`config.mk`:
```
export PLATFORM = sky130hd
export DESIGN_NAME = mem_arbiter
export DESIGN_NICKNAME = d
export VERILOG_FILES = /design/src/rtl/mem_arbiter.sv
export SDC_FILE = /design/constraint.sdc
export NUM_CORES = 1
export LEC_CHECK = 0
export ABC_AREA = 1
export ABC_CLOCK_PERIOD_IN_PS = 1700
export BUFFER_PORTS_ARGS = -buffer_cell sky130_fd_sc_hd__buf_2
export CAP_MARGIN = 20
export CORE_MARGIN = 1.5
export CORE_UTILIZATION = 46
export DETAILED_ROUTE_END_ITERATION = 12
export HOLD_SLACK_MARGIN = 0.03
export PLACE_DENSITY = 0.79
export SKIP_CTS_REPAIR_TIMING = 1
export SYNTH_ARGS = -nofsm -noshare
export SYNTH_HDL_FRONTEND = slang
export SYNTH_SLANG_ARGS = --single-unit
```
`constraint.sdc`:
```
create_clock -name clk -period 1.7 [get_ports clk]
set_clock_uncertainty 0.05 [all_clocks]
set_input_delay 0.085 -clock clk [delete_from_list [all_inputs] [get_ports clk]]
set_output_delay 0.085 -clock clk [all_outputs]
set_load 0.03 [all_outputs]
```
`src/rtl/mem_arbiter.sv`:
```
// mem_arbiter: round-robin two-master arbiter sequencing fixed-latency accesses on a shared memory port
module mem_arbiter #(
    parameter int WAIT_CYCLES = 2
) (
    input  logic        clk,
    input  logic        rst_n,
    input  logic        req1,
    input  logic        req2,
    input  logic [21:0] addr1,
    input  logic [21:0] addr2,
    input  logic [31:0] wr1,
    input  logic [31:0] wr2,
    input  logic        rw1,
    input  logic        rw2,
    output logic        ack1,
    output logic        ack2,
    output logic [31:0] rdata,
    input  logic [31:0] mem_rdata,
    output logic        sel,
    output logic [21:0] addr,
    output logic [31:0] wr,
    output logic        cs,
    output logic        rw,
    output logic        busy
);
    typedef enum logic [1:0] {IDLE, ACCESS, ACK} state_t;

    localparam logic [3:0] CNT_INIT = 4'(WAIT_CYCLES - 1);

    state_t     state, state_nxt;
    logic       prio;
    logic [3:0] cnt;
    logic       grant, grant_sel, done;

    // State register
    always_ff @(posedge clk or negedge rst_n) begin
        if (!rst_n) state <= IDLE;
        else        state <= state_nxt;
    end

    // Next state: grant leaves IDLE, expired wait count leaves ACCESS, ACK lasts one cycle
    always_comb begin
        state_nxt = (state == IDLE)   ? (grant ? ACCESS : IDLE) :
                    (state == ACCESS) ? (done ? ACK : ACCESS) : IDLE;
    end

    // Decode: arbitration decision (prio breaks ties), end-of-wait and busy flag
    always_comb begin
        grant     = (state == IDLE) && (req1 || req2);
        grant_sel = (req1 && req2) ? prio : req2;
        done      = (state == ACCESS) && (cnt == 4'd0);
        busy      = state != IDLE;
    end

    // Memory port, counter, priority pointer and ack registers
    always_ff @(posedge clk or negedge rst_n) begin
        if (!rst_n) begin
            prio  <= 1'b0;
            cnt   <= 4'd0;
            sel   <= 1'b0;
            cs    <= 1'b0;
            rw    <= 1'b0;
            addr  <= '0;
            wr    <= '0;
            rdata <= '0;
            ack1  <= 1'b0;
            ack2  <= 1'b0;
        end else begin
            ack1 <= done && !sel;
            ack2 <= done && sel;
            if (grant) begin
                sel  <= grant_sel;
                addr <= grant_sel ? addr2 : addr1;
                wr   <= grant_sel ? wr2 : wr1;
                rw   <= grant_sel ? rw2 : rw1;
                cs   <= 1'b1;
                cnt  <= CNT_INIT;
            end else if (done) begin
                cs   <= 1'b0;
                prio <= ~sel;
                if (rw) rdata <= mem_rdata;
            end else if (state == ACCESS) begin
                cnt <= cnt - 4'd1;
            end
        end
    end
endmodule

```
# Word-level counts from Yosys, hierarchy flattened
# Index checks and enable logic that the tools add are counted.
dict set report word_totals {
  elab_cells 44
  latch_bits 0
  n_memories 0
  register_bits 98
  mem_bits_rw 0
  output_inout_bits 92
  romBits 0
}
dict set report op_classes {
  bitwise_logic 2
  mux 13
  shifts 0
  n_div 0
  n_lt_le_gt_ge 0
  add_sub_neg 1
  n_eq_ne 2
  reduce_logical 15
  multipliers 0
}
# cell count
set op_table {}
lappend op_table {{32-bit 2-to-1 mux} 1}
lappend op_table {{22-bit 2-to-1 mux} 1}
lappend op_table {{4-bit 2-to-1 mux} 3}
lappend op_table {{2-bit 2-to-1 mux} 3}
lappend op_table {{2-bit nonzero test} 3}
lappend op_table {{1-bit logical AND} 5}
lappend op_table {{1-bit 2-to-1 mux} 5}
lappend op_table {{4-bit zero test} 1}
lappend op_table {{2-bit AND reduction} 2}
lappend op_table {{4-bit by 1-bit subtractor with 4-bit output, second input constant} 1}
lappend op_table {{3-bit AND reduction} 1}
lappend op_table {{2-bit by 1-bit == test with 1-bit output, second input constant} 1}
lappend op_table {{2-bit zero test} 1}
lappend op_table {{2-bit != test, second input constant} 1}
lappend op_table {{1-bit NOT} 2}
lappend op_table {{1-bit zero test} 1}
lappend op_table {{1-bit logical OR} 1}

# Logic depth before layout (Yosys ltp)
dict set report depth {
  word_depth 5
  depth_mapped 8
  mapped_depth_nobuf 7
}

# Worst setup path after synthesis
# OpenSTA, ideal clock, no wires.
dict set report synth_path {
  path_kind {register to register}
  startpoint {register cnt[0]}
  endpoint {register rdata[10]}
  stages_incl_launch_ff 9
  t_arrival_ns 1.254
  setup_slack_ns 0.278
  path_cell_list {dfrtp_1 > inv_1 > ha_1 > nand2_2 > nor2_8 > nand2_4 > buf_6 > nand2_1 > nand2_1}
}
dict set report synth_via {
  elab_chain_len 3
}
# element line
set synth_rtl {}
lappend synth_rtl {{from (decl)} 32} ;# logic [3:0] cnt;
lappend synth_rtl {{from (signal assigned)} 83} ;# cnt <= cnt - 4'd1;
lappend synth_rtl {{4-bit zero test} 51} ;# done = (state == ACCESS) && (cnt == 4'd0);
lappend synth_rtl {{1-bit logical AND} 51}
lappend synth_rtl {{3-bit AND reduction (no source line)} n/a}
lappend synth_rtl {{to (signal assigned)} 81} ;# if (rw) rdata <= mem_rdata;
lappend synth_rtl {{to (decl)} 17} ;# output logic [31:0] rdata,
# Every way passes these cells.
# A chain may end at the register's enable or synchronous reset.

# Final worst setup path
dict set report layout_path {
  startpoint {register cnt[0]}
  endpoint {register rdata[2]}
}
# The elaborated chain is that of the path after synthesis.

==> flow_summary.yaml <==
drt:
  totalWireLength_um: 17100
  firstDrtPassIters: 8
  via_per_inst: 5.05
  post_drt_wl_per_cell_um: 15.5
  vias: 5585
  drt_iter0_drc: 417
  route.detailed.drc: 0
  detail-route-antenna-nets: 0
cells_and_area:
  diodes: 0
  post-route-util_pct: 76.2
  layout-drive-gt1-share_pct: 28.5
  final_nets: 1115
  stdcell_area_um2: 7480
  area_growth_pct: 60.4
power_and_ir_drop:
  powerDensity_nw_per_um2: 1670
  p_leak_nw: 4.23
  finalPower_mw: 12.5
  peakVddDrop_v: 0.00112
placed_design:
  hpwl_um: 8670
  gp_congestion: 0.821
  portBuffers: 237
  place_area_um2: 5950
floorplan:
  die_area_um2: 10800
  rows: 36
  die-height_um: 104
  start_util_pct: 47.5
  pin_count: 238
  fp.dieW_um: 104
  core_um2: 9820
synth:
  yosysTopAreaCell: "dfrtp_1"
  synth.avg_cell_area_um2: 7.67
  synth_nets: 755
  synth_edf_count: 0
  synth_area_leaders: "dfrtp_1, nand2_1, o21ai_1, inv_1, nor2_1"
  synth_flop_cell: "dfrtp_1"
  synth-seq-cells: 98
  postSynthCellCount: 608
  yosys.cell_types.count: 23
  synth_common_cells: "nand2_1, dfrtp_1, inv_1, nor2_1, o21ai_1"
  synthArstFlopShare_pct: 100
  synth.top_cell.area_share_pct: 52.6
  yosysSeqAreaShare_pct: 52.6
  synth.most_common_cell: "nand2_1"
  yosysWarnings: 0
  synth_area_um2: 4660
run:
  cap_viol_max_count: 0
worst_setup_path:
  critPathTopFamily: "simple AND/OR/NAND/NOR gates"
  start_kind: "register"
  arrival_ps: 1760
  crit_chain: "inv_1 -> ha_1 -> nand2_2 -> nor2_8 -> nand2_8 -> nand2_1 -> nand2_1"
  worstSetupEndpointType: "register"
  cp_num_buf_inv: 1
  slowest_delay_ps: 390
  cp_max_fo: 32
  slowest_stage: "dfrtp_1"
  critPathMostFrequentCell: "nand2_1"
  required_ps: 1880
  crit_type: "reg -> reg"
clock_tree:
  cts_tree: "done"
  cts.clk_slew.worst_paths_ps: 100
  numCtsBuffers: 9
  clkSinkCount: 98
  clock_path_buffers: 2
  h-tree-depth: 3
  clk_latency_ps: 340
  clock-root-buffer: "clkbuf_8"
status:
  status: "complete, but fails checks"
  failed_checks: "hold timing"
timing:
  maxSlewViolCount: 0
  setup_viol: 0
  fmax_mhz: 635
  holdWs_ps: -0.993
  layout_min_cycle_time_ps: 1570
  final-hold-violation-count: 1
  tightest_slew_ps: 486
  post-route-period-util_pct: 92.6
  slew_headroom_pct: 67.6
global_routing:
  grt.total_usage_pct: 21.9
  antenna_found_initial: 0
  grt-ovfl-total: 0
  grt_start_max_net_pins: 56
  grt_pass1_wl_um: 19400
  first_global_vias: 4164
worst_hold_path:
  min_path_type: "in -> reg"
[state kept, by name, summed over array words and instances (netlist names)]
register,flops
ack1,1
ack2,1
addr,22
cnt,4
cs,1
prio,1
rdata,32
rw,1
sel,1
state,2
wr,32
[metrics by stage]
| step | TNS (ps) | instances | setup WS [ps] |
|---|---|---|---|
| after floorplan | 0 | 608 | 278 |
| after global placement | 0 | 955 | 127 |
| after detailed placement | 0 | 955 | 74.4 |
| after CTS | 0 | 971 | 50.8 |
| after global routing | -8.78 | 1106 | -8.15 |
| final | 0 | 1106 | 125 |
[area by class of cell]
type	count	area, µm²
fill	628	2340
inverter	66	249
tap	133	166
clock inverter	5	37.5
clock buffer	11	151
timing repair buffer	382	2680
sequential	98	2450
multi-input combinational	411	1750
[cell families after synthesis]
logic type               Yosys count  share of synthesized area [%]
AO/OA/AOI/OAI                     60                           6.79
flip-flops                        98                           52.6
adder cells (fa/ha/maj)            1                          0.268
buffers and inverters             99                           10.3
XOR/XNOR                           1                          0.188
AND/OR/NAND/NOR                  349                           29.9
[layer usage]
metal	global-route usage [%]	wire, µm	vias up	part of all wire (%)
met3	6.61	1460	76	8.5
met2	37.0	8400	406	49
met1	27.8	6500	2540	38
met5	0	0	-	0
met4	5.06	774	0	4.5
li1	-	-	2563	-
[tightest hold or removal path, cell delays in order]
cell and delay [ps]:
buf_2 90, inv_1 40, nand2_1 40, nand2_1 50, o21ai_1 50
[power breakdown]
group / total [mW] / switching [mW] / internal [mW]
logic: 6.95 / 4.81 / 2.14
clock network: 1.45 / 0.832 / 0.619
registers: 4.09 / 0.656 / 3.43
total: 12.5 / 6.30 / 6.19
[placed cells by master, fill, tap and decap left out, types with 2 or more instances in the layout]
cell type      Yosys  layout
nand3_1           38      38
buf_12             0       6
inv_1             65      65
o21ai_1           50      50
nor2_2             2       2
dfrtp_1           98      98
nor2_1            58      58
nand2_2            1       2
o21ai_0            7       7
buf_2             18     236
nand2_1          246     244
clkbuf_8           0      11
clkinv_2           1       2
dlygate4sd3_1      0     130
buf_4              3      10
clkinvlp_4         0       2
[path summary, 6_finish.rpt]
check,start,endpoint,slack [ps],cells after the start
worst max-delay path,cnt[0],rdata[2],130,7
worst min-delay path,wr1[2],wr[2],-1,5
worst max register to register,cnt[0],rdata[2],130,7
worst min register to register,rdata[18],rdata[18],430,2
max in group asynchronous,rst_n,rdata[21],740,3
min in group asynchronous,rst_n,cs,180,2
Note: power is estimated with default switching activity, not from simulation.
